### src/rtl/video_timing_pkg.sv
// Shared video timing constants and the per-pixel control word carried down the fetch pipeline.
package video_timing_pkg;

  localparam int unsigned H_VISIBLE_DEF = 640;
  localparam int unsigned H_FP_DEF      = 16;
  localparam int unsigned H_SYNC_DEF    = 96;
  localparam int unsigned H_BP_DEF      = 48;
  localparam int unsigned V_VISIBLE_DEF = 400;
  localparam int unsigned V_FP_DEF      = 12;
  localparam int unsigned V_SYNC_DEF    = 2;
  localparam int unsigned V_BP_DEF      = 35;

  localparam int unsigned H_TOTAL_DEF = H_VISIBLE_DEF + H_FP_DEF + H_SYNC_DEF + H_BP_DEF;
  localparam int unsigned V_TOTAL_DEF = V_VISIBLE_DEF + V_FP_DEF + V_SYNC_DEF + V_BP_DEF;

  localparam int unsigned LATENCY = 3;
  localparam int unsigned CHAR_W  = 8;
  localparam int unsigned CHAR_H  = 16;
  localparam int unsigned HCW     = 10;
  localparam int unsigned VCW     = 9;
  localparam int unsigned ADDR_W  = 11;

  typedef struct packed {
    logic       de;
    logic       hs;
    logic       vs;
    logic       fs;
    logic [3:0] grow;
    logic [2:0] gcol;
  } pix_ctl_t;

endpackage

### src/rtl/text_fetch_ctrl_if.sv
// Video character RAM read port: address out, registered data back one clock later.
interface text_fetch_ctrl_if;
  import video_timing_pkg::*;

  logic [ADDR_W-1:0] read_ad;
  logic [7:0]        read_data;

  modport master (output read_ad, input read_data);
  modport slave  (input read_ad, output read_data);

endinterface

### src/rtl/video_timing_gen.sv
// Raster counters with sync levels, active flag and frame/line markers at counter stage 0.
module video_timing_gen
  import video_timing_pkg::*;
#(
  parameter int unsigned H_VISIBLE = H_VISIBLE_DEF,
  parameter int unsigned H_FP      = H_FP_DEF,
  parameter int unsigned H_SYNC    = H_SYNC_DEF,
  parameter int unsigned H_BP      = H_BP_DEF,
  parameter int unsigned V_VISIBLE = V_VISIBLE_DEF,
  parameter int unsigned V_FP      = V_FP_DEF,
  parameter int unsigned V_SYNC    = V_SYNC_DEF,
  parameter int unsigned V_BP      = V_BP_DEF,
  parameter logic        HS_POL    = 1'b0,
  parameter logic        VS_POL    = 1'b1
) (
  input  logic           clk_i,
  input  logic           reset_i,
  output logic [HCW-1:0] hcount_o,
  output logic [3:0]     cell_row_o,
  output logic           active_o,
  output logic           hsync_o,
  output logic           vsync_o,
  output logic           frame_first_o,
  output logic           line_end_o
);

  localparam int unsigned H_TOTAL = H_VISIBLE + H_FP + H_SYNC + H_BP;
  localparam int unsigned V_TOTAL = V_VISIBLE + V_FP + V_SYNC + V_BP;

  localparam logic [HCW-1:0] HLast    = HCW'(H_TOTAL - 1);
  localparam logic [HCW-1:0] HVis     = HCW'(H_VISIBLE);
  localparam logic [HCW-1:0] HsStart  = HCW'(H_VISIBLE + H_FP);
  localparam logic [HCW-1:0] HsEnd    = HCW'(H_VISIBLE + H_FP + H_SYNC);
  localparam logic [VCW-1:0] VLast    = VCW'(V_TOTAL - 1);
  localparam logic [VCW-1:0] VVis     = VCW'(V_VISIBLE);
  localparam logic [VCW-1:0] VsStart  = VCW'(V_VISIBLE + V_FP);
  localparam logic [VCW-1:0] VsEnd    = VCW'(V_VISIBLE + V_FP + V_SYNC);

  logic [HCW-1:0] hcount_q, hcount_d;
  logic [VCW-1:0] vcount_q, vcount_d;

  always_comb begin
    hcount_d = hcount_q + 1'b1;
    vcount_d = vcount_q;
    if (hcount_q == HLast) begin
      hcount_d = '0;
      vcount_d = (vcount_q == VLast) ? '0 : vcount_q + 1'b1;
    end
  end

  always_ff @(posedge clk_i) begin
    if (reset_i) begin
      hcount_q <= '0;
      vcount_q <= '0;
    end else begin
      hcount_q <= hcount_d;
      vcount_q <= vcount_d;
    end
  end

  assign hcount_o      = hcount_q;
  assign cell_row_o    = vcount_q[3:0];
  assign active_o      = (hcount_q < HVis) && (vcount_q < VVis);
  assign hsync_o       = (hcount_q >= HsStart && hcount_q < HsEnd) ? HS_POL : ~HS_POL;
  assign vsync_o       = (vcount_q >= VsStart && vcount_q < VsEnd) ? VS_POL : ~VS_POL;
  assign frame_first_o = (hcount_q == '0) && (vcount_q == '0);
  assign line_end_o    = (hcount_q == HLast);

endmodule

### src/rtl/text_fetch_ctrl.sv
// Text-mode scan controller: scrolled character-cell addressing into video RAM and a
// 3-stage pipe that lines sync/enable/glyph position up with the returned character code.
module text_fetch_ctrl
  import video_timing_pkg::*;
#(
  parameter int unsigned H_VISIBLE = H_VISIBLE_DEF,
  parameter int unsigned H_FP      = H_FP_DEF,
  parameter int unsigned H_SYNC    = H_SYNC_DEF,
  parameter int unsigned H_BP      = H_BP_DEF,
  parameter int unsigned V_VISIBLE = V_VISIBLE_DEF,
  parameter int unsigned V_FP      = V_FP_DEF,
  parameter int unsigned V_SYNC    = V_SYNC_DEF,
  parameter int unsigned V_BP      = V_BP_DEF,
  parameter int unsigned COLS      = H_VISIBLE / CHAR_W,
  parameter int unsigned ROWS      = V_VISIBLE / CHAR_H,
  parameter logic        HS_POL    = 1'b0,
  parameter logic        VS_POL    = 1'b1
) (
  input  logic               clk,
  input  logic               reset,
  input  logic [4:0]         scroll_row,
  text_fetch_ctrl_if.master  vram,
  output logic [7:0]         char_code,
  output logic [3:0]         glyph_row,
  output logic [2:0]         glyph_col,
  output logic               de,
  output logic               hsync,
  output logic               vsync,
  output logic               frame_start
);

  localparam logic [ADDR_W-1:0] ColsA    = ADDR_W'(COLS);
  localparam logic [4:0]        RowsA    = 5'(ROWS);
  localparam logic [4:0]        RowsLast = 5'(ROWS - 1);
  localparam pix_ctl_t PixIdle = '{de: 1'b0, hs: ~HS_POL, vs: ~VS_POL, fs: 1'b0,
                                   grow: 4'd0, gcol: 3'd0};

  logic [HCW-1:0] hcount;
  logic [3:0]     cell_row;
  logic           active, hs_lvl, vs_lvl, frame_first, line_end;

  video_timing_gen #(
    .H_VISIBLE(H_VISIBLE), .H_FP(H_FP), .H_SYNC(H_SYNC), .H_BP(H_BP),
    .V_VISIBLE(V_VISIBLE), .V_FP(V_FP), .V_SYNC(V_SYNC), .V_BP(V_BP),
    .HS_POL(HS_POL), .VS_POL(VS_POL)
  ) u_timing (
    .clk_i        (clk),
    .reset_i      (reset),
    .hcount_o     (hcount),
    .cell_row_o   (cell_row),
    .active_o     (active),
    .hsync_o      (hs_lvl),
    .vsync_o      (vs_lvl),
    .frame_first_o(frame_first),
    .line_end_o   (line_end)
  );

  logic [4:0]        scroll_eff;
  logic [4:0]        prow_q, prow_d, prow_cur;
  logic [ADDR_W-1:0] rowbase_q, rowbase_d, rowbase_cur;
  logic [ADDR_W-1:0] read_ad_q, read_ad_d;
  logic [7:0]        char_code_q, char_code_d;
  pix_ctl_t          pipe_q [LATENCY];
  pix_ctl_t          pipe_in;

  always_comb begin
    scroll_eff = (scroll_row < RowsA) ? scroll_row : 5'd0;
    // Scroll is taken on the first pixel of the frame, so that pixel bypasses the stale base.
    prow_cur    = frame_first ? scroll_eff : prow_q;
    rowbase_cur = frame_first ? ADDR_W'(scroll_eff) * ColsA : rowbase_q;
    prow_d      = prow_cur;
    rowbase_d   = rowbase_cur;
    if (line_end && cell_row == 4'hf) begin
      if (prow_cur == RowsLast) begin
        prow_d    = '0;
        rowbase_d = '0;
      end else begin
        prow_d    = prow_cur + 1'b1;
        rowbase_d = rowbase_cur + ColsA;
      end
    end

    read_ad_d = active ? rowbase_cur + ADDR_W'(hcount[9:3]) : '0;

    pipe_in = '{de: active, hs: hs_lvl, vs: vs_lvl, fs: frame_first,
                grow: cell_row, gcol: hcount[2:0]};
    // pipe_q[1] is the stage whose RAM data is arriving now.
    char_code_d = pipe_q[1].de ? vram.read_data : 8'h00;
  end

  always_ff @(posedge clk) begin
    if (reset) begin
      prow_q      <= '0;
      rowbase_q   <= '0;
      read_ad_q   <= '0;
      char_code_q <= '0;
      for (int i = 0; i < LATENCY; i++) pipe_q[i] <= PixIdle;
    end else begin
      prow_q      <= prow_d;
      rowbase_q   <= rowbase_d;
      read_ad_q   <= read_ad_d;
      char_code_q <= char_code_d;
      pipe_q[0]   <= pipe_in;
      for (int i = 1; i < LATENCY; i++) pipe_q[i] <= pipe_q[i-1];
    end
  end

  assign vram.read_ad = read_ad_q;
  assign char_code    = char_code_q;
  assign de           = pipe_q[LATENCY-1].de;
  assign hsync        = pipe_q[LATENCY-1].hs;
  assign vsync        = pipe_q[LATENCY-1].vs;
  assign frame_start  = pipe_q[LATENCY-1].fs;
  assign glyph_row    = pipe_q[LATENCY-1].grow;
  assign glyph_col    = pipe_q[LATENCY-1].gcol;

endmodule

### src/flat_wrapper.sv
// flat-port wrapper written by rule: the top's interface ports become plain ports
module text_fetch_ctrl_flat import video_timing_pkg::*;
#(
  parameter int unsigned H_VISIBLE = H_VISIBLE_DEF,
  parameter int unsigned H_FP      = H_FP_DEF,
  parameter int unsigned H_SYNC    = H_SYNC_DEF,
  parameter int unsigned H_BP      = H_BP_DEF,
  parameter int unsigned V_VISIBLE = V_VISIBLE_DEF,
  parameter int unsigned V_FP      = V_FP_DEF,
  parameter int unsigned V_SYNC    = V_SYNC_DEF,
  parameter int unsigned V_BP      = V_BP_DEF,
  parameter int unsigned COLS      = H_VISIBLE / CHAR_W,
  parameter int unsigned ROWS      = V_VISIBLE / CHAR_H,
  parameter logic        HS_POL    = 1'b0,
  parameter logic        VS_POL    = 1'b1
)
  (clk, reset, scroll_row, char_code, glyph_row, glyph_col, de, hsync, vsync, frame_start, vram_read_ad, vram_read_data);
  text_fetch_ctrl_if vram_i ();
  input  logic clk;
  input  logic reset;
  input  logic [4:0] scroll_row;
  output logic [7:0] char_code;
  output logic [3:0] glyph_row;
  output logic [2:0] glyph_col;
  output logic de;
  output logic hsync;
  output logic vsync;
  output logic frame_start;
  output wire logic [$bits(vram_i.read_ad)-1:0] vram_read_ad;
  input wire logic [$bits(vram_i.read_data)-1:0] vram_read_data;
  assign vram_read_ad = vram_i.read_ad;
  assign vram_i.read_data = vram_read_data;
  text_fetch_ctrl #(.H_VISIBLE(H_VISIBLE), .H_FP(H_FP), .H_SYNC(H_SYNC), .H_BP(H_BP), .V_VISIBLE(V_VISIBLE), .V_FP(V_FP), .V_SYNC(V_SYNC), .V_BP(V_BP), .COLS(COLS), .ROWS(ROWS), .HS_POL(HS_POL), .VS_POL(VS_POL)) u_core (.clk(clk), .reset(reset), .scroll_row(scroll_row), .vram(vram_i), .char_code(char_code), .glyph_row(glyph_row), .glyph_col(glyph_col), .de(de), .hsync(hsync), .vsync(vsync), .frame_start(frame_start));
endmodule
### config.mk
export PLATFORM = sky130hd
export DESIGN_NAME = text_fetch_ctrl_flat
export DESIGN_NICKNAME = d
export VERILOG_FILES = /design/src/rtl/video_timing_pkg.sv /design/src/rtl/text_fetch_ctrl_if.sv /design/src/rtl/video_timing_gen.sv /design/src/rtl/text_fetch_ctrl.sv /design/src/flat_wrapper.sv
export SDC_FILE = /design/constraint.sdc
export NUM_CORES = 1
export LEC_CHECK = 0
export BUFFER_PORTS_ARGS = -buffer_cell sky130_fd_sc_hd__buf_2
export CORE_MARGIN = 1.5
export CORE_UTILIZATION = 36
export DETAILED_ROUTE_END_ITERATION = 12
export GPL_ROUTABILITY_DRIVEN = 1
export PLACE_DENSITY = 0.66
export SLEW_MARGIN = 20
export SYNTH_ARGS = -nofsm -noshare
export SYNTH_HDL_FRONTEND = slang
export SYNTH_HIERARCHICAL = 1
export SYNTH_SLANG_ARGS = --single-unit
export TNS_END_PERCENT = 20
### constraint.sdc
create_clock -name clk -period 4.2 [get_ports clk]
set_input_delay 0.21 -clock clk [delete_from_list [all_inputs] [get_ports clk]]
set_output_delay 0.21 -clock clk [all_outputs]
set_load 0.01 [all_outputs]
* Word-level counts from Yosys, hierarchy flattened
Memories as Yosys holds them, arrays and structs flattened. Index checks and enable logic that the tools add are counted.
Word-level totals: register bits after elaboration 54, bits in latches 0, memory bits (writable) 33, memory bits (read-only) 0, bits of input ports 15, output and inout port bits 30, logic and storage cells 55, memories 1
Memories:
- u_core.pipe_q | words 3, width 11, read ports 3, clocked after memory_dff 0, wr ports 3, RTL line text_fetch_ctrl.sv:63 | pix_ctl_t pipe_q [LATENCY];
Operators by class: add/subtract/negate cells 5, $mul 1, divide/modulo/power cells 0, $lt $le $gt $ge 7, equality and inequality tests 4, shift-type cells 0, mux-type cells 16, bitwise logic cells 5, reduce and logical (&&, ||, !) cells 10
Operators by type and width (number):
- two-way mux 11 bit | 6
- less-than comparator 10 bit (second input constant) | 2
- two-way mux 5 bit | 4
- less-than comparator 9 bit (second input constant) | 2
- adder 11 x 7 -> 11 bit | 1
- adder 11 x 7 -> 11 bit (second input constant) | 1
- adder 10 x 1 -> 10 bit (second input constant) | 1
- equality test 10 bit (second input constant) | 1
- >= comparator 10 bit (second input constant) | 1
- logical NOT 10 bit | 1
- adder 9 x 1 -> 9 bit (second input constant) | 1
- equality test 9 bit (second input constant) | 1
- >= comparator 9 bit (second input constant) | 1
- logical NOT 9 bit | 1
- two-way mux 9 bit | 1
- multiplier 5 x 3 -> 7 bit (second input constant) | 1
- OR reduction 2 bit | 3
- adder 5 x 1 -> 5 bit (second input constant) | 1
- equality test 5 bit (second input constant) | 1
- logical AND 1 bit | 5
- less-than comparator 5 bit (second input constant) | 1
- two-way mux 1 bit | 5
- equality test 4 bit (second input constant) | 1
- bitwise OR 1 bit | 3
- inverter 1 bit | 2

* Logic depth before layout (Yosys ltp)
Gate-level depths: netlist (run 1).
depth in word-level cells 7, gate-level depth with buffers 16, depth with buffers taken out 14

* By module
The synthesis (run 1) kept the hierarchy.
By module, submodules not included:
- text_fetch_ctrl | instances 1, cells each 289, area each 2875.3 um^2, sequential area each 1361.3 um^2
- video_timing_gen | instances 1, cells each 127, area each 1023.5 um^2, sequential area each 380.4 um^2

* Worst setup path after synthesis (run 1)
Ideal clock, no wire load.
kind register -> register, start register u_core.u_timing.vcount_q[0], end register u_core.read_ad_q[7], in the netlist u_core/vram.read_ad[7], setup time 0.115 ns, arrival 3.242 ns, required time 4.085 ns, path slack 0.843 ns, cell stages (with the launch flop) 15, path buffers 0, clock period less this slack 3.357 ns, path through dfxtp_1 > inv_1 > ha_1 > nor4b_1 > nand4_1 > nor4_1 > inv_1 > nand2_1 > inv_1 > ha_1 > a21o_1 > a21o_1 > a211o_1 > and3_1 > o21a_1
On the way: longest elaborated chain between the ends 4, elaborated cells between the ends (all ways) 8, classes of those cells add/sub (1); order compare (1); mux (1); bitwise (1); reduce/logical (4)
Ends and longest elaborated chain:
- start, declared | RTL line video_timing_gen.sv:40 | logic [VCW-1:0] vcount_q, vcount_d;
- start signal, assigned | RTL line video_timing_gen.sv:57 | vcount_q <= vcount_d;
- logical NOT 9 bit | RTL line video_timing_gen.sv:66 | assign frame_first_o = (hcount_q == '0) && (vcount_q == '0);
- logical AND 1 bit | RTL line video_timing_gen.sv:66
- via u_core.frame_first | RTL line text_fetch_ctrl.sv:40 | logic active, hs_lvl, vs_lvl, frame_first, line_end;
- two-way mux 11 bit | RTL line text_fetch_ctrl.sv:70 | rowbase_cur = frame_first ? ADDR_W'(scroll_eff) * ColsA : rowbase_q;
- adder 11 x 7 -> 11 bit | RTL line text_fetch_ctrl.sv:83 | read_ad_d = active ? rowbase_cur + ADDR_W'(hcount[9:3]) : '0;
- end signal, assigned | RTL line text_fetch_ctrl.sv:101 | read_ad_q <= read_ad_d;
- end, declared | RTL line text_fetch_ctrl.sv:61 | logic [ADDR_W-1:0] read_ad_q, read_ad_d;
The timed path passes the listed nets, and every way through them passes these cells. A chain may end at the register's enable or synchronous reset.

* Final worst setup path (run 1)
start register u_core.u_timing.vcount_q[0], end register u_core.read_ad_q[10], in the netlist u_core/vram.read_ad[10]
Same word-level chain as after synthesis.

==> run summary, run 1 <==
The number of antenna diodes is 0. Synthesis produced a netlist with a net count of 453. The run gives 2 as the number of buffers between clock root and the deepest sink. The data required time of the critical path is 4470 ps, and the count of buffer and inverter cells on the critical path is 3.

The congestion estimate from routability-driven global placement came to 0.851. The number of core rows came out at 37. Across the VDD grid, the largest voltage drop is 0.000141 V.

Leaving out fill and tap cells, the most frequent cell in the layout is sky130_fd_sc_hd__dfxtp_1. Counting flops with an async set or reset pin after synthesis yields a share of 0%. The floorplan step set the die height to 107 µm. Count of port buffers added during placement: 44.

The normalized max-slew margin was 52.1%; the register-to-register setup slack was 640 ps. The highest clock frequency the design can meet came out at 281 MHz. For this run, the register share of the synthesized area comes to 44.7%. For the total count of max-transition violations in the final report, the log shows 0. At the pin with the least slew margin, the transition time is 718 ps.

Once the clock tree was built, the setup fixing pass inserted 0 buffers. The tools report the final-report hold violation count as 0. The setup violation total in the final timing report was 0. STA classifies the critical path endpoint as a flip-flop. The number of global-route vias before repair was 2825. At the end of the flow, the number of nets in the layout was 487.

Summed over its instances, the top area cell type makes up 44.7% of the synthesized netlist area. The aggregate negative setup slack was 0 ps; the clock net sink count was 87. The tools report the DRC violation count after routing as 0. Yosys printed 6 warnings. The cell taking the most area after synthesis is sky130_fd_sc_hd__dfxtp_1.

The floorplan step defined a die boundary enclosing 11500 µm². In this run the worst path has a maximum fanout of 24. For this run, the slowest stage of the critical path takes 400 ps.

The detail route stage leaves a number of antenna-violating nets equal to 0. Once the clock tree was built, the resizer swapped 0 gates to a different size. The synthesized design contains 0 enable-type register cells. The synthesized design contains 87 register bits. Across the routed clock network, the largest skew measured is 12.1 ps. TritonCTS built the clock tree.

The number of hold buffers added after CTS was 0. The library cells used most frequently in the layout, excluding fill and tap cells, are sky130_fd_sc_hd__dfxtp_1, sky130_fd_sc_hd__buf_2, sky130_fd_sc_hd__nor2b_1. The run finished with clean final reports. The floorplan step set the die width to 107 µm. After filler insertion, the fill cell instance count of the layout stands at 1066. From synthesis to final layout, the design area changed by 12.5%. The average footprint of a synthesized cell was 9.37 µm²; the utilization after layout was 42.1%.

The ratio of routed vias to standard cells was 4.86; the final HPWL from detailed placement was 5300 µm. The depth of the most critical reg-to-reg path was 15. The worst register-to-register path begins at u_core/u_timing/vcount_q[0]. The worst register-to-register path ends at u_core/vram.read_ad[10].

Setup repair after global routing left no endpoint under its margin. In the synthesized netlist, the number of instances is 416. Core area: 10400 µm². The worst hold path cell count was 2; the largest net degree at the start of global routing was 43. Total grt overflow: 0.

Yosys attributes the largest share of cell area to sky130_fd_sc_hd__dfxtp_1, sky130_fd_sc_hd__ha_1, sky130_fd_sc_hd__nor2b_1, sky130_fd_sc_hd__nor2_1, sky130_fd_sc_hd__xnor2_1. The total number of vias is 2871, and the number of antenna violations at the first check in global routing is 0. The path with the worst hold slack has its endpoint at u_core/char_code[7].

Data arrival time of the critical path: 3840 ps. After clock tree synthesis, the clock-pin slew on the worst setup and hold paths is 90 ps. The standby leakage power is 1.86 nW. The slowest cell on the critical path was sky130_fd_sc_hd__dfxtp_1. Once the floorplan was initialized, standard cells occupied 37.4% of the core. The logs give 340 ps for the latest clock arrival within the worst-skew pair and 591 for the number of standard cells in the final layout excluding fillers. The category of cells accounting for the largest share of critical-path delay is simple AND/OR/NAND/NOR gates.

The worst setup path is launched from a flip-flop. Class of the worst hold path: in -> reg. The detailed-routing iteration count for the pre-antenna-repair pass is 4, and the minimum clock period after layout is 3560 ps.

The total routing usage reported by global routing was 14.0%; the per-cell routed wire length was 12.5 µm. In this run the clock root is driven by a sky130_fd_sc_hd__clkbuf_8. The first global-routing pass estimated 12900 µm of wire. The detailed router finished its first iteration with 98 violations. For the final design area excluding fillers, the log shows 4390 µm².

The signal on the critical path passes through inv_1, ha_1, nor4b_1, nand4_1, nor4_2, buf_4, nor2b_1, a31oi_1, inv_1, ha_1, o21a_1, o31a_1, o21ai_0, or3_1, a21oi_2. The routed wire length is 7400 µm, and the fraction of final layout cells sized beyond drive strength 1 is 16.0%. Summing every instance area after synthesis gives 3900 µm². Including well taps, the total number of placed cells is 575.

The startpoint identified for the worst hold timing path is vram_read_data[7]. The tool flagged a number of max-cap violations equal to 0. The tools report the post-detailed-placement cell area as 4150 µm². The number of buffers created by CTS was 9. The synthesized netlist contains 52 unique library cells. In this run the power density over the cells is 391 nW/µm². The clock tree synthesis step divided the H-tree into 3 levels. The number of ports placed on the die boundary was 45; the post-route clock period utilization was 84.8%. The setup path with the least slack is of type reg -> reg. The main flop type after synthesis was sky130_fd_sc_hd__dfxtp_1.
[cell usage after synthesis (5+ instances only)]
library cell and number:
sky130_fd_sc_hd__o21ai_0 9, sky130_fd_sc_hd__nor3_1 14, sky130_fd_sc_hd__nor2_1 35, sky130_fd_sc_hd__or4_1 6, sky130_fd_sc_hd__nand3_1 15, sky130_fd_sc_hd__xnor2_1 14
sky130_fd_sc_hd__or3_1 7, sky130_fd_sc_hd__dfxtp_1 87, sky130_fd_sc_hd__and2_1 13, sky130_fd_sc_hd__o21a_1 6, sky130_fd_sc_hd__nor2b_1 38, sky130_fd_sc_hd__inv_1 25
sky130_fd_sc_hd__clkbuf_1 6, sky130_fd_sc_hd__a21oi_1 16, sky130_fd_sc_hd__ha_1 20, sky130_fd_sc_hd__a31oi_1 7, sky130_fd_sc_hd__nand2_1 15, sky130_fd_sc_hd__buf_4 12
sky130_fd_sc_hd__xor2_1 7, sky130_fd_sc_hd__nor3b_1 5
[where the power goes]
group / total (mW) / internal, mW / switching, mW
Clock: 0.660 / 0.361 / 0.299
Sequential: 0.864 / 0.853 / 0.0109
Combinational: 0.189 / 0.0763 / 0.113
[stage by stage]
stage / hold WS [ps] / setup slack, ps / total power, mW
floorplan: 279 / 843 / 1.02
global placement: 392 / 822 / 1.06
detailed placement: 402 / 652 / 1.07
CTS: 48.9 / 642 / 1.74
global route: 34.0 / 346 / 1.80
finish: 67.7 / 636 / 1.71
[sequential cells by signal (all words and copies together) (netlist names)]
| name | cells |
|---|---|
| u_core/rowbase_q | 11 |
| u_core/pipe_q | 33 |
| u_core/vram.read_ad | 11 |
| u_core/u_timing/hcount_o | 10 |
| u_core/char_code | 8 |
| u_core/u_timing/vcount_q | 9 |
| u_core/prow_q | 5 |
[metal layers]
| metal | vias to the layer above | wire, µm | GRT usage, % | part of all wire, % |
|---|---|---|---|---|
| met3 | 9 | 297 | 3.71 | 4.0 |
| li1 | 1477 | - | - | - |
| met1 | 1323 | 3660 | 17.6 | 49 |
| met4 | 0 | 82 | 4.48 | 1.1 |
| met2 | 62 | 3360 | 23.3 | 45 |
| met5 | - | 0 | 0 | 0 |
[worst register-to-register path: stages, from the launching register on]
cell                      delay, ps
sky130_fd_sc_hd__dfxtp_1        400
sky130_fd_sc_hd__inv_1          120
sky130_fd_sc_hd__ha_1           140
sky130_fd_sc_hd__nor4b_1        300
sky130_fd_sc_hd__nand4_1        150
sky130_fd_sc_hd__nor4_2         220
sky130_fd_sc_hd__buf_4          300
sky130_fd_sc_hd__nor2b_1         90
sky130_fd_sc_hd__a31oi_1        270
sky130_fd_sc_hd__inv_1          120
sky130_fd_sc_hd__ha_1           380
sky130_fd_sc_hd__o21a_1         150
sky130_fd_sc_hd__o31a_1         200
sky130_fd_sc_hd__o21ai_0        160
sky130_fd_sc_hd__or3_1          370
sky130_fd_sc_hd__a21oi_2        140
[cells by family after synthesis]
| logic type | count (synthesis) | share of synthesized area [%] |
|---|---|---|
| AOI/OAI and AO/OA | 61 | 10.8 |
| xor gates and xnor gates | 21 | 4.72 |
| adders and majority gates | 22 | 7.45 |
| buffers and inverters | 47 | 6.29 |
| DFF | 87 | 44.7 |
| muxes | 3 | 0.898 |
| and+or+nand+nor | 175 | 25.1 |
[final cells by class]
cell class	instances	area, µm²	area share, %
repair buffers	45	228	5.19
clock buffers	10	138	3.14
multi-input cells	282	1920	43.7
well taps	136	170	3.88
flip-flops and latches	87	1740	39.7
inverters	25	93.8	2.14
clock inverters	6	97.6	2.22
[worst max-delay path by stage]
stage,start,end,depth (start not counted)
after floorplan,u_core/u_timing/vcount_q[0],u_core/vram.read_ad[7],14
after global placement,u_core/u_timing/vcount_q[0],u_core/vram.read_ad[7],15
after detailed placement,u_core/u_timing/vcount_q[0],u_core/vram.read_ad[10],15
after CTS,u_core/u_timing/vcount_q[0],u_core/vram.read_ad[10],15
after global routing,u_core/u_timing/vcount_q[0],u_core/vram.read_ad[10],15
final,u_core/u_timing/vcount_q[0],u_core/vram.read_ad[10],15
Power figures use the tool's default switching activity.
==> run 2: changes to the inputs <==
==> constraint.sdc (replaced) <==
create_clock -name clk -period 3.7 [get_ports clk]
set_input_delay 0.185 -clock clk [delete_from_list [all_inputs] [get_ports clk]]
set_output_delay 0.185 -clock clk [all_outputs]
set_load 0.01 [all_outputs]
==> run summary, run 2 (synthesis results as in run 1) <==
The critical path class was reg -> reg (unchanged). The standby leakage power was 1.85 nW (was 1.86 nW); the final-report hold violation count was 0 (unchanged). The beginning of the critical path was u_core/u_timing/vcount_q[0] (unchanged). The logs give 1026 (was 1066) for the filler cell count and 0 (unchanged) for the total of max-cap violations. The run gives 45 (unchanged) as the number of ports placed on the die boundary.

The number of nets at the end of the flow came out at 488 (was 487). The category of cells accounting for the largest share of critical-path delay is simple AND/OR/NAND/NOR gates (unchanged). The number of standard cells in the final layout excluding fillers was 592 (was 591).

The count of buffer and inverter cells on the critical path was 2 (was 3). The data required time of the critical path is 3960 ps (was 4470 ps). The count of port buffers added during placement is 44 (unchanged).

The tools report the master cell of the clock root buffer as sky130_fd_sc_hd__clkbuf_8 (unchanged). The run gives 3610 ps (was 3840 ps) as the data arrival time of the critical path. The tools report the category of the worst setup path capture point as a flip-flop (unchanged). Slowest cell on the critical path: sky130_fd_sc_hd__dfxtp_1 (unchanged). The cell total after placement is 576 (was 575).

Number of buffers created by CTS: 9 (unchanged). Clock transition time at the flip-flop clock pins of the worst setup and hold paths: 90 ps (about the same). The logs give 0 (unchanged) for the total grt overflow and 0 (unchanged) for the residual antenna-violating net count after detailed routing.

The final worst clock skew is 15.1 ps (was 12.1 ps). The highest clock frequency the design can meet was 299 MHz (was 281 MHz); the number of setup buffers added after CTS was 0 (unchanged). The tools report the clock net sink count as 87 (unchanged).

The critical path launch point type was a flip-flop (unchanged). The instance count on the critical path was 13 (was 15). The run gives 0 (unchanged) as the number of antenna violations at the first check in global routing.

Highest-count cells in the layout ignoring fill and taps: sky130_fd_sc_hd__dfxtp_1, sky130_fd_sc_hd__buf_2, sky130_fd_sc_hd__nor2b_1 (unchanged). Largest driver fanout on the critical path: 10 (was 24). The tools report the total number of H-tree levels as 3 (unchanged). The register-to-register setup slack was 350 ps (was 640 ps). The most common cell after layout, fill and taps aside was sky130_fd_sc_hd__dfxtp_1 (unchanged).

The run gives 2881 (was 2871) as the total number of vias. The tools report the capture point of the worst path as u_core/vram.read_ad[7] (was u_core/vram.read_ad[10]). The final weighted congestion in routability-driven placement was 0.815 (was 0.851); the fraction of final layout cells sized beyond drive strength 1 was 16.4% (was 16.0%).

The number of antenna diodes is 0 (unchanged). The minimum clock period after layout is 3350 ps (was 3560 ps). For the number of core rows, the log shows 37 (unchanged). The number of DRC markers in iteration 0 was 119 (was 98).

The slew at the pin closest to its max-slew limit works out to 720 ps (was 718 ps). The normalized max-slew margin came out at 52.0% (was 52.1%). The largest net degree at the start of global routing was 43 (unchanged). The critical register-to-register path startpoint is u_core/u_timing/vcount_q[0] (unchanged). The tools report the worst voltage drop across the vdd grid as 0.000177 V (was 0.000141 V). For the effective utilization at floorplan, the log shows 37.4% (unchanged). The run gives 5100 µm (was 5300 µm) as the final HPWL from detailed placement. The tools report the number of global-route vias before repair as 2713 (was 2825).

The post-route clock period utilization is 90.5% (was 84.8%). The aggregate negative setup slack was 0 ps (unchanged). The run gives 4 (unchanged) as the detailed-routing iteration count for the pre-antenna-repair pass. Critical path cell sequence: inv_1, ha_1, nor4b_2, nand4_1, nor4_4, nor2b_1, a31oi_1, inv_1, ha_1, or3_1, a211o_1, and3_1, o21a_1 (was inv_1, ha_1, nor4b_1, nand4_1, nor4_2, buf_4, nor2b_1, a31oi_1, inv_1, ha_1, o21a_1, o31a_1, o21ai_0, or3_1, a21oi_2). The core area was 10400 µm² (unchanged); the floorplan die area was 11500 µm² (unchanged).

The top register by number of flip-flops is u_core/pipe_q (unchanged). TritonCTS built the clock tree. Class of the worst hold path: in -> reg (unchanged). The layout overhead on the synthesized area was 12.3% (was 12.5%). The number of buffers between clock root and the deepest sink came out at 2 (unchanged). The setup violation total in the final timing report is 0 (unchanged), and the ratio of routed vias to standard cells is 4.87 (was 4.86). The flip-flop count of the largest register after layout is 33 (unchanged). Setup repair after global routing left no endpoint under its margin.

The end of the worst register-to-register path was u_core/vram.read_ad[7] (was u_core/vram.read_ad[10]). The critical path's largest stage delay works out to 410 ps (was 400 ps). The depth of the most critical reg-to-reg path is 13 (was 15).

The DRC violation count after routing came out at 0 (unchanged). The per-cell routed wire length is 12.2 µm (was 12.5 µm). The total count of max-transition violations in the final report was 0 (unchanged); the total power density per cell area was 420 nW/µm² (was 391 nW/µm²). Routed wire length: 7250 µm (was 7400 µm). The global-route wire length before repair was 12400 µm (was 12900 µm); the total routing usage reported by global routing was 13.7% (was 14.0%). The die outline height was 107 µm (unchanged).

The horizontal die dimension was 107 µm (unchanged). The run finished with clean final reports. The tools report the latest clock arrival within the worst-skew pair as 360 ps (was 340 ps).
-- run 2: power breakdown --
group / switching, mW / total, mW / internal [mW]
Combinational: 0.127 / 0.217 / 0.0902
Clock: 0.372 / 0.638 / 0.265
Sequential: 0.0129 / 0.981 / 0.969
-- run 2: stage by stage --
step                setup WS, ps  instance area, µm²  utilization (%)  power [mW]  hold WS, ps
floorplan                    343                3900                -        1.16          254
global placement             318                4160             39.9        1.21          389
detailed placement           155                4160             39.9        1.22          392
CTS                          153                4360             41.8        1.87         2.60
global route                79.0                4380             42.0        1.94         6.70
finish                       352                4380             42.0        1.84         29.7
-- run 2: worst min path at each step --
| stage | start | endpoint | slack, ps | depth (start not counted) |
|---|---|---|---|---|
| after floorplan | reset | u_core/u_timing/vcount_q[0] | 250 | 1 |
| after global placement | vram_read_data[3] | u_core/char_code[3] | 390 | 2 |
| after detailed placement | vram_read_data[7] | u_core/char_code[7] | 390 | 2 |
| after CTS | vram_read_data[2] | u_core/char_code[2] | 3 | 2 |
| after global routing | vram_read_data[5] | u_core/char_code[5] | 7 | 2 |
| final | vram_read_data[7] | u_core/char_code[7] | 30 | 2 |
-- run 2: final cells by class --
class,instances,area [µm²],area share [%]
well taps,136,170,3.89
flip-flops and latches,87,1740,39.8
multi-input cells,282,1930,44.2
inverters,25,93.8,2.14
clock inverters,7,75.1,1.72
clock buffers,9,124,2.83
repair buffers,46,239,5.46
-- run 2: metal layers --
metal / up-vias / GRT usage, % / wire (µm)
met1: 1330 / 18.3 / 3640
li1: 1485 / - / -
met5: - / 0 / 0
met2: 56 / 21.0 / 3180
met4: 0 / 5.33 / 107
met3: 10 / 3.65 / 320
-- run 2: worst register-to-register path, stage by stage (launching register included) --
cell,delay (ps)
sky130_fd_sc_hd__dfxtp_1,410
sky130_fd_sc_hd__inv_1,120
sky130_fd_sc_hd__ha_1,140
sky130_fd_sc_hd__nor4b_2,210
sky130_fd_sc_hd__nand4_1,180
sky130_fd_sc_hd__nor4_4,370
sky130_fd_sc_hd__nor2b_1,90
sky130_fd_sc_hd__a31oi_1,290
sky130_fd_sc_hd__inv_1,130
sky130_fd_sc_hd__ha_1,260
sky130_fd_sc_hd__or3_1,400
sky130_fd_sc_hd__a211o_1,320
sky130_fd_sc_hd__and3_1,180
sky130_fd_sc_hd__o21a_1,160
-- run 2: what timing repair did --
action                                  CTS  global route
endpoints found under the setup margin    0            21
resized for setup                         0             4
hold buffers                              0             0
==> run 3: changes to the inputs <==
--- a/config.mk
+++ b/config.mk
@@ -14,6 +14,5 @@
 export SLEW_MARGIN = 20
 export SYNTH_ARGS = -nofsm -noshare
 export SYNTH_HDL_FRONTEND = slang
-export SYNTH_HIERARCHICAL = 1
 export SYNTH_SLANG_ARGS = --single-unit
 export TNS_END_PERCENT = 20
==> run summary, run 3 <==
The tools report the standby leakage power as 1.88 nW (was 1.85 nW). The horizontal die dimension is 105 µm (was 107 µm). The run gives 3620 ps (was 3610 ps) as the data arrival time of the critical path. Post-detailed-placement cell area: 4060 µm² (was 4160 µm²). The master cell of the clock root buffer was sky130_fd_sc_hd__clkbuf_8 (unchanged). The count of cells resized by post-cts repair came out at 0 (unchanged).

The final weighted congestion in routability-driven placement is 0.829 (was 0.815), and the number of core rows is 37 (unchanged). The global-route wire length before repair is 12100 µm (was 12400 µm). The tools report the highest clock frequency the design can meet as 300 MHz (was 299 MHz). Post-synthesis register bit count: 87 (unchanged).

The number of nets at the end of the flow came out at 479 (was 488). The die outline height works out to 105 µm (was 107 µm). The fraction of final layout cells sized beyond drive strength 1 was 17.4% (was 16.4%); the minimum clock period after layout was 3340 ps (was 3350 ps). Setup violation total in the final timing report: 0 (unchanged). Number of buffers between clock root and the deepest sink: 2 (unchanged).

The run gives 51.7% (was 53.4%) as the portion of total power attributed to sequential cells. Cell taking the most area after synthesis: sky130_fd_sc_hd__dfxtp_1 (unchanged). The fraction of post-synthesis cell area in the top cell type by area was 46.3% (was 44.7%); the part of the total power dissipated in combinational logic was 11.3% (was 11.8%).

The run gives 2665 (was 2713) as the number of global-route vias before repair. The run gives 0.506 mW (was 0.512 mW) as the switching power. Worst voltage drop across the vdd grid: 0.000197 V (was 0.000177 V). The logs give 364 ps (was 352 ps) for the worst-case setup margin in the final layout and 4 (unchanged) for the detailed-routing iteration count for the pre-antenna-repair pass. The largest driver fanout on the critical path is 6 (was 10), and the clock transition time at the flip-flop clock pins of the worst setup and hold paths is 90 ps (about the same). The total number of H-tree levels is 3 (unchanged), and the flip-flop count of the largest register after layout is 33 (unchanged). The tools report the clock share of power as 37.0% (was 34.7%). The floorplan die area is 11100 µm² (was 11500 µm²), and the aggregate negative setup slack is 0 ps (unchanged). The register area share after synthesis was 46.3% (was 44.7%). The flow ran to the end, and the final reports show no timing, DRC or antenna violations. The number of hold-repair buffers added at the cts stage was 0 (unchanged). The number of DRC markers in iteration 0 came out at 76 (was 119).

The effective utilization at floorplan was 36.7% (was 37.4%). The critical register-to-register path startpoint was u_core.u_timing.vcount_q[1] (was u_core/u_timing/vcount_q[0]). Final worst clock skew: 8.02 ps (was 15.1 ps). The residual antenna-violating net count after detailed routing was 0 (unchanged). The async set-or-reset flop fraction in the synthesized netlist is 0% (unchanged).

The tools report the critical path launch point type as a flip-flop (unchanged). Class of the worst hold path: in -> reg (unchanged). The number of flops mapped to enable cells by yosys is 0 (unchanged). The post-route clock period utilization was 90.2% (was 90.5%); the slew at the pin closest to its max-slew limit was 692 ps (was 720 ps). The number of antenna violations at the first check in global routing was 0 (unchanged). For the worst setup slack before clock tree synthesis, the log shows 310 ps (was 155 ps). For the total routing usage reported by global routing, the log shows 13.7% (about the same).

The category of the worst setup path capture point is a flip-flop (unchanged). The beginning of the critical path was u_core.u_timing.vcount_q[1] (was u_core/u_timing/vcount_q[0]). Critical hold path startpoint: vram_read_data[2] (was vram_read_data[7]).

Cell types occupying the most area after synthesis: sky130_fd_sc_hd__dfxtp_1, sky130_fd_sc_hd__ha_1, sky130_fd_sc_hd__nor2_1, sky130_fd_sc_hd__nor2b_1, sky130_fd_sc_hd__xor2_1 (was sky130_fd_sc_hd__dfxtp_1, sky130_fd_sc_hd__ha_1, sky130_fd_sc_hd__nor2b_1, sky130_fd_sc_hd__nor2_1, sky130_fd_sc_hd__xnor2_1). The most used standard cell by instance count after synthesis was sky130_fd_sc_hd__dfxtp_1 (unchanged). The tools report the routed wire length as 7180 µm (was 7250 µm).

The critical path class was reg -> reg (unchanged). The internal cell power is 1.39 mW (was 1.32 mW), and the total power density per cell area is 441 nW/µm² (was 420 nW/µm²). Per-cell routed wire length: 12.3 µm (was 12.2 µm). The logs give 0 (unchanged) for the final-report hold violation count and 0 (was 6) for the number of warning messages in the yosys log.

The latest clock arrival within the worst-skew pair is 360 ps (about the same). The post-synthesis cell count came out at 407 (was 416). Setup repair after global routing left no endpoint under its margin. The run gives 442 (was 453) as the post-synthesis net count. The ratio of routed vias to standard cells came out at 4.77 (was 4.87).

The total of max-cap violations is 0 (unchanged). The final HPWL from detailed placement came out at 5150 µm (was 5100 µm). Number of setup buffers added after CTS: 0 (unchanged).

The number of ports placed on the die boundary was 45 (unchanged). The tools report the total count of max-transition violations in the final report as 0 (unchanged). The core area came out at 10200 µm² (was 10400 µm²). The average footprint of a synthesized cell came out at 9.24 µm² (was 9.37 µm²).

The data required time of the critical path was 3990 ps (was 3960 ps). The logs give 9 (unchanged) for the number of buffers created by CTS and 2793 (was 2881) for the total number of vias. The clock net sink count is 87 (unchanged). The normalized max-slew margin is 53.9% (was 52.0%), and the DRC violation count after routing is 0 (unchanged).

The number of antenna diodes was 0 (unchanged); the cell area after technology mapping was 3760 µm² (was 3900 µm²). The distinct cell type count after synthesis was 51 (was 52); the net switching fraction of the power was 26.6% (was 27.9%). The layout overhead on the synthesized area was 14.6% (was 12.3%).

Leading post-synthesis cells by instance count: sky130_fd_sc_hd__dfxtp_1, sky130_fd_sc_hd__nor2_1, sky130_fd_sc_hd__nor2b_1, sky130_fd_sc_hd__nand2_1, sky130_fd_sc_hd__inv_1 (was sky130_fd_sc_hd__dfxtp_1, sky130_fd_sc_hd__nor2b_1, sky130_fd_sc_hd__nor2_1, sky130_fd_sc_hd__inv_1, sky130_fd_sc_hd__ha_1). The top register by number of flip-flops was u_core.pipe_q (was u_core/pipe_q). The main flop type after synthesis was sky130_fd_sc_hd__dfxtp_1 (unchanged).

For the largest net degree at the start of global routing, the log shows 41 (was 43). TritonCTS built the clock tree. The most common cell after layout, fill and taps aside is sky130_fd_sc_hd__dfxtp_1 (unchanged). For the total grt overflow, the log shows 0 (unchanged). For the final design area excluding fillers, the log shows 4310 µm² (was 4380 µm²). Highest-count cells in the layout ignoring fill and taps: sky130_fd_sc_hd__dfxtp_1, sky130_fd_sc_hd__nor2_1, sky130_fd_sc_hd__buf_2 (was sky130_fd_sc_hd__dfxtp_1, sky130_fd_sc_hd__buf_2, sky130_fd_sc_hd__nor2b_1). Count of port buffers added during placement: 44 (unchanged).
run 3: cell count changes in the layout (fill, tap and decap cells not counted), moves of 4 or more:
| cell | delta |
|---|---|
| sky130_fd_sc_hd__o21ai_0 | +8 |
| sky130_fd_sc_hd__nor2b_1 | -15 |
| sky130_fd_sc_hd__nor2_1 | +15 |
| sky130_fd_sc_hd__xor2_1 | +9 |
| sky130_fd_sc_hd__or4_1 | -6 |
| sky130_fd_sc_hd__inv_1 | -5 |
| sky130_fd_sc_hd__a31oi_1 | -7 |
| sky130_fd_sc_hd__nand2_1 | +7 |
| sky130_fd_sc_hd__and3_1 | +5 |
| sky130_fd_sc_hd__a21oi_1 | -4 |
run 3: worst paths after layout:
kind	depth (start not counted)	to	slack [ps]
min	2	u_core.char_code[2]	20
max reg2reg	15	u_core.vram.read_ad[10]	360
min reg2reg	1	u_core.pipe_q[0][20]	420
max	15	u_core.vram.read_ad[10]	360
run 3: cells by family (layout without fill, tap and decap cells):
| family | count (synthesis) | in the layout | synth area share [%] |
|---|---|---|---|
| flops | 87 | 87 | 46.3 |
| fa+ha+maj | 20 | 20 | 7.06 |
| simple gates | 168 | 168 | 23.7 |
| xor+xnor | 28 | 28 | 6.52 |
| buf+inv | 40 | 82 | 4.79 |
| compound gates | 59 | 59 | 10.2 |
| mux | 5 | 5 | 1.36 |
run 3: power groups by stage:
stage	logic (mW)	clock network, mW	registers, mW
final	0.214	0.703	0.982
after global routing	0.240	0.768	0.986
after CTS	0.208	0.724	0.982
after detailed placement	0.207	0	1.00
after global placement	0.203	0	1.00
after floorplan	0.144	0	1.01
run 3: per-layer routing:
metal	wire [µm]	share of wire [%]	vias up	GRT usage [%]
li1	-	-	1448	-
met1	3460	48	1275	17.5
met2	3290	46	60	21.9
met3	322	4.5	10	3.99
met4	104	1.4	0	4.89
met5	0	0	-	0
run 3: metrics by stage:
| stage | total power, mW | cells | utilization [%] | hold WS (ps) |
|---|---|---|---|---|
| final | 1.90 | 585 | 42.1 | 18.9 |
| after global routing | 1.99 | 585 | 42.1 | 9.49 |
| after global placement | 1.21 | 569 | 39.7 | 390 |
| after floorplan | 1.15 | 407 | - | 307 |
| after CTS | 1.91 | 585 | 41.8 | 1.56 |
| after detailed placement | 1.21 | 569 | 39.7 | 389 |
run 3: layout make-up:
class                           count  area [µm²]
Timing Repair Buffer               46         235
Tap cell                          136         170
Clock buffer                       10         138
Sequential cell                    87        1740
Clock inverter                      6        75.1
Fill cell                        1016        5920
Inverter                           20        75.1
Multi-Input combinational cell    280        1880
run 3: critical path, cell delays in order, from the launching register on:
cell and delay, ps:
sky130_fd_sc_hd__dfxtp_1 380, sky130_fd_sc_hd__inv_1 110, sky130_fd_sc_hd__ha_1 140, sky130_fd_sc_hd__nor4b_4 250
sky130_fd_sc_hd__and3_4 250, sky130_fd_sc_hd__nand2_1 90, sky130_fd_sc_hd__nand2_1 110, sky130_fd_sc_hd__inv_1 50
sky130_fd_sc_hd__ha_1 200, sky130_fd_sc_hd__fa_1 410, sky130_fd_sc_hd__a21oi_1 210, sky130_fd_sc_hd__o21ai_0 160
sky130_fd_sc_hd__or3_1 390, sky130_fd_sc_hd__a31oi_4 230, sky130_fd_sc_hd__nor4_1 80, sky130_fd_sc_hd__nor3_1 190
